<file path="config.mk">
export PLATFORM = sky130hd
export DESIGN_NAME = instr_enc
export DESIGN_NICKNAME = d
export VERILOG_FILES = /design/src/rtl/instr_enc.sv
export SDC_FILE = /design/constraint.sdc
export NUM_CORES = 1
export LEC_CHECK = 0
export BUFFER_PORTS_ARGS = -buffer_cell sky130_fd_sc_hd__buf_2
export CAP_MARGIN = 20
export CORE_MARGIN = 2
export CORE_UTILIZATION = 53
export CTS_BUF_LIST = sky130_fd_sc_hd__clkbuf_4
export DETAILED_ROUTE_END_ITERATION = 16
export PLACE_DENSITY_LB_ADDON = 0.15
export SLEW_MARGIN = 20
export SYNTH_ARGS = -nofsm -noshare
export SYNTH_HDL_FRONTEND = slang
export SYNTH_SLANG_ARGS = --single-unit
</file>
<file path="constraint.sdc">
create_clock -name clk -period 5.3 [get_ports clk]
set_input_delay 1.06 -clock clk [delete_from_list [all_inputs] [get_ports clk]]
set_output_delay 1.06 -clock clk [all_outputs]
set_load 0.01 [all_outputs]
</file>
<file path="src/rtl/instr_enc.sv">
// instr_enc: turns one MSP430 instruction request into its 1-3 word
// memory image (instruction word, src extension, dst extension) and
// writes the words to program memory at an auto-incrementing address.
//
// state | meaning
// IDLE  | ready for a request or an address load
// INSTR | presenting the instruction word
// SRC   | presenting the source extension word
// DST   | presenting the destination extension word
module instr_enc #(
    parameter logic [15:0] BASE_ADDR = 16'hC000,
    parameter logic [15:0] ADDR_STEP = 16'd2
) (
    input  logic        clk,
    input  logic        rst,
    input  logic        req_valid,
    output logic        req_ready,
    input  logic [1:0]  req_fmt,
    input  logic [8:0]  req_op,
    input  logic [3:0]  req_SA,
    input  logic [3:0]  req_DA,
    input  logic [1:0]  req_As,
    input  logic        req_Ad,
    input  logic        req_BW,
    input  logic [9:0]  req_off,
    input  logic [15:0] req_sext,
    input  logic [15:0] req_dext,
    input  logic        ld_addr,
    input  logic [15:0] ld_val,
    output logic [15:0] MDB_in,
    output logic [15:0] wr_addr,
    output logic        MW,
    input  logic        MW_ready,
    output logic        w_last,
    output logic        err
);

    typedef enum logic [1:0] {
        IDLE  = 2'd0,
        INSTR = 2'd1,
        SRC   = 2'd2,
        DST   = 2'd3
    } state_t;

    localparam logic [1:0] FMT_I  = 2'd1;
    localparam logic [1:0] FMT_II = 2'd2;
    localparam logic [1:0] FMT_J  = 2'd3;

    state_t      state_q, state_d;
    logic        req_ready_q, req_ready_d;
    logic [15:0] mdb_q, mdb_d;
    logic [15:0] addr_q, addr_d;
    logic        mw_q, mw_d;
    logic        last_q, last_d;
    logic        err_q, err_d;
    logic [15:0] sext_q, sext_d;
    logic [15:0] dext_q, dext_d;
    logic        need_src_q, need_src_d;
    logic        need_dst_q, need_dst_d;

    logic        illegal;
    logic        grp_bad;
    logic        no_imm_op;
    logic [3:0]  src_reg;
    logic        req_need_src;
    logic        req_need_dst;
    logic [15:0] instr_word;

    // Decode the incoming request: legality, extension needs, first word.
    always_comb begin
        // Single-operand ops live in the 000100xxx group of INSTR[15:7];
        // RETI, SWPB and SXT have no meaningful immediate/autoinc source.
        grp_bad      = (req_op[8:3] != 6'b000100);
        no_imm_op    = (req_op[2:0] == 3'b001) || (req_op[2:0] == 3'b011) ||
                       (req_op[2:0] == 3'b110);
        illegal      = (req_fmt == 2'd0) ||
                       ((req_fmt == FMT_II) && (grp_bad || ((req_As == 2'b11) && no_imm_op)));
        // Single-operand instructions carry their operand in the DA field.
        src_reg      = (req_fmt == FMT_I) ? req_SA : req_DA;
        // R3 as an indexed source is the constant generator, and @R0+ is an
        // immediate; only those two cases pull a source extension word.
        req_need_src = (req_fmt != FMT_J) &&
                       (((req_As == 2'b01) && (src_reg != 4'd3)) ||
                        ((req_As == 2'b11) && (src_reg == 4'd0)));
        req_need_dst = (req_fmt == FMT_I) && req_Ad;
        case (req_fmt)
            FMT_I:   instr_word = {req_op[3:0], req_SA, req_Ad, req_BW, req_As, req_DA};
            FMT_II:  instr_word = {req_op[8:0], req_BW, req_As, req_DA};
            FMT_J:   instr_word = {3'b001, req_op[2:0], req_off};
            default: instr_word = 16'h0000;
        endcase
    end

    // Next-state and output computation for the emit sequence.
    always_comb begin
        state_d     = state_q;
        req_ready_d = req_ready_q;
        mdb_d       = mdb_q;
        addr_d      = addr_q;
        mw_d        = mw_q;
        last_d      = last_q;
        err_d       = 1'b0;
        sext_d      = sext_q;
        dext_d      = dext_q;
        need_src_d  = need_src_q;
        need_dst_d  = need_dst_q;

        if (state_q == IDLE) begin
            // The load lands before the request, so its first word uses ld_val.
            if (ld_addr) begin
                addr_d = {ld_val[15:1], 1'b0};
            end
            if (req_valid) begin
                if (illegal) begin
                    err_d = 1'b1;
                end else begin
                    state_d     = INSTR;
                    req_ready_d = 1'b0;
                    mw_d        = 1'b1;
                    mdb_d       = instr_word;
                    last_d      = !req_need_src && !req_need_dst;
                    sext_d      = req_sext;
                    dext_d      = req_dext;
                    need_src_d  = req_need_src;
                    need_dst_d  = req_need_dst;
                end
            end
        end else if (mw_q && MW_ready) begin
            addr_d = addr_q + ADDR_STEP;
            if ((state_q == INSTR) && need_src_q) begin
                state_d = SRC;
                mdb_d   = sext_q;
                last_d  = !need_dst_q;
            end else if ((state_q != DST) && need_dst_q) begin
                state_d = DST;
                mdb_d   = dext_q;
                last_d  = 1'b1;
            end else begin
                state_d     = IDLE;
                req_ready_d = 1'b1;
                mw_d        = 1'b0;
                last_d      = 1'b0;
            end
        end
    end

    // State and registered outputs; reset discards any words still pending.
    always_ff @(posedge clk) begin
        if (rst) begin
            state_q     <= IDLE;
            req_ready_q <= 1'b1;
            mdb_q       <= 16'h0000;
            addr_q      <= BASE_ADDR;
            mw_q        <= 1'b0;
            last_q      <= 1'b0;
            err_q       <= 1'b0;
            sext_q      <= 16'h0000;
            dext_q      <= 16'h0000;
            need_src_q  <= 1'b0;
            need_dst_q  <= 1'b0;
        end else begin
            state_q     <= state_d;
            req_ready_q <= req_ready_d;
            mdb_q       <= mdb_d;
            addr_q      <= addr_d;
            mw_q        <= mw_d;
            last_q      <= last_d;
            err_q       <= err_d;
            sext_q      <= sext_d;
            dext_q      <= dext_d;
            need_src_q  <= need_src_d;
            need_dst_q  <= need_dst_d;
        end
    end

    assign req_ready = req_ready_q;
    assign MDB_in    = mdb_q;
    assign wr_addr   = addr_q;
    assign MW        = mw_q;
    assign w_last    = last_q;
    assign err       = err_q;

endmodule

</file>
==> results.md <==
* Outcome: finished clean
* Req. time, crit path at about 5.7 ns
* Core area at approximately 7000 µm²
* RSZ-0062 raised after global routing: false
* Post-synth top cells: dfxtp_1 (71), a21oi_1 (63), o21ai_0 (43)
* Inserted Clock Buffers at 9
* CTS H-tree lvls at 3
* Clk slew on worst S/H paths at 0.13 ns
* Setup_tns at 0 ns
* Worst hold path type: reg -> reg
* Mapped cell area at around 3900 µm²
* Max Cap Violations at 0
* DP Wirelength at roughly 7700 µm
* Layout Skew at 0.0181 ns
* WP buf/inv at 0
* Yosys warns at 0
* Post-DR wirelength/cell at ~16 µm
* Yosys cell types at 59
* CP top delay family: simple AND/OR/NAND/NOR gates
* Crit path from: state_q[1]
* CP Capture Type: register
* Power Density at approximately 270 nW/µm²
* Final Cycle Share at between 50% and 60%
* Seq/Total Area, Yosys at 36.5%
* # port buffers at 119
* Crit path launch type: register
* Routability Congestion at approximately 0.86
* Top cell type's share of synthesized area at between 30 and 40%
* GR met3 Demand/Resource at 3.47%
* Grt peak-use layer: met2
* First-pass GRT wire length at around 17000 µm
* Initial antenna violation count at 0
* Vias per cell at a little over 6
* Most frequent cell after synthesis: dfxtp_1
* LEAKAGE at around 2.0 nW
* Main area contributors after synthesis: dfxtp_1 (37%), mux2i_1 (8.5%), a21oi_1 (8.1%), o21ai_0 (5.5%), nand3_1 (5.4%)
* Slew Viols, Final at 0
* Post-route minimum period at just under 3 ns
* M1 GR Usage at between 30 and 40%
* Clk_lat worst skew at between 0.4 and 0.5 ns
* Fmax at about 0.34 GHz
* DR pass1 iterations at 6
* Routed WL at 10800 µm
* Clock Tree Buf Depth at 2
* Io pins at 122
* Slew @ Worst Pin at 1.08 ns
* CTS Sinks at between 70 and 80
* Die Y at 89.7 µm
* Arr. time, crit path at approximately 3.3 ns
* Cell taking the most area after synthesis: dfxtp_1
* Crit-path max FO at 35
* Grt ovf at 0
* CTS tree: done
* EDFF count, synth at 0
* Hold path startpoint: w_last
* Worst vdd ir at about 0.16 mV
* Post-CTS Setup Repair Bufs at 0
* Cell count after synthesis at 471
* Ys async rst share at 0%
* Largest net degree at the start of global routing at 50
* Met2 Use GR at between 40% and 50%
* Die Area at slightly above 8000 µm²
* Main synth FF type: dfxtp_1
* Share of layout cells above drive strength 1 at 29.0%
* Via count at 4045
* CP Class: reg -> reg
* Num rows at 31
* Die Span X at 89.7 µm
* GRT Util Overall at around a quarter
* Seq cells post-synth at 71
* Starting density of the core at a little over half
* Hold_buf cts at 0
* Hold slack final at about 0.48 ns
* Mean Syn Cell Area at about 8.3 µm²
* Post-DRT Antenna Nets at 0
* Cts repair resizes at 0
* Ant diodes at 0
* Syn_nets at between 500 and 600
* Max-slew headroom at approximately 28%
* Number of DRC markers in iteration 0 at 191
* Clk root buf: clkbuf_4
* Reg2reg start: state_q[1]
* Vias in the first global route at 3390
* Area Overhead vs Synth at 19.1%
* Final setup vio count at 0
* CP cell instances: nor2_1 > nand2_1 > nor4_1 > a31o_1
* DRC at 0
* Hold Vio Cnt, Final at 0
* Final Net Count at between 600 and 700
* Slowest cell on crit path: nor2_1
* Largest stage delay, worst path at roughly 0.85 ns
kinds of logic after synthesis:
logic type / count (synthesis) / share of synthesized area, %
other cells: 1 / 0.0964
compound gates: 167 / 26.8
xor+xnor: 1 / 0.225
mux: 46 / 12.3
flops: 71 / 36.5
buf+inv: 45 / 5.69
fa+ha+maj: 1 / 0.322
simple gates: 139 / 18.1
placed cells by master, fill, tap and decap left out, types with 3 or more instances in the layout:
cell      count
buf_2       119
dfxtp_1      71
a21oi_1      62
o21ai_0      43
nand3_1      42
nor2_1       36
mux2i_1      33
nand2_1      24
a221oi_1     15
mux2_2       13
clkbuf_4      9
a31oi_1       6
nor2b_1       5
nor3_1        5
a211oi_1      5
a311oi_1      4
nand2b_1      4
o21ai_1       4
buf_4         4
a21o_1        3
o31ai_1       3
per-stage QoR:
step	area [µm²]	power [W]	instances	utilization (%)	worst slack [ns]
3_3_place_gp	4440	0.000847	650	61.8	1.89
6_report	4630	0.00125	668	64.6	2.38
2_1_floorplan	3890	0.000766	471	-	2.88
4_1_cts	4610	0.00124	666	64.2	2.16
3_5_place_dp	4440	0.000854	650	61.9	1.71
5_1_grt	4630	0.00130	668	64.6	2.13
where the power goes:
group,internal [W],switching [W]
clock,0.000192,0.000209
sequential,0.000567,0.0000269
combinational,0.000108,0.000145
total,0.000867,0.000380
area by class of cell:
type / instances / area (µm²)
Inverter: 2 / 7.51
Timing Repair Buffer: 125 / 652
Multi-Input combinational cell: 355 / 2270
Fill cell: 642 / 2540
Sequential cell: 71 / 1420
Clock buffer: 9 / 67.6
Clock inverter: 7 / 95.1
Tap cell: 99 / 124
final timing paths:
kind                     end  slack (ns)  cells past startpoint
setup / recovery  need_dst_q        2.38                      4
setup reg to reg  need_dst_q        2.38                      4
hold reg to reg       w_last        0.48                      2
hold / removal        w_last        0.48                      2
registers in the layout (all words and copies together) (netlist names):
| register | cells |
|---|---|
| wr_addr | 15 |
| sext_q | 16 |
| dext_q | 16 |
| need_dst_q | 1 |
| state_q | 2 |
| err | 1 |
| req_ready | 1 |
| MDB_in | 16 |
| need_src_q | 1 |
| w_last | 1 |
| MW | 1 |
routing by layer:
metal	part of all wire (%)	vias to the layer above
met5	0	-
met4	1.7	0
met3	8.0	18
met2	47	172
met1	43	1915
li1	-	1940
worst register-to-register path: stages (launching register included):
cell and delay (ns):
dfxtp_1 0.48, nor2_1 0.85, nand2_1 0.85, nor4_1 0.54, a31o_1 0.14
Power figures use the tool's default switching activity.
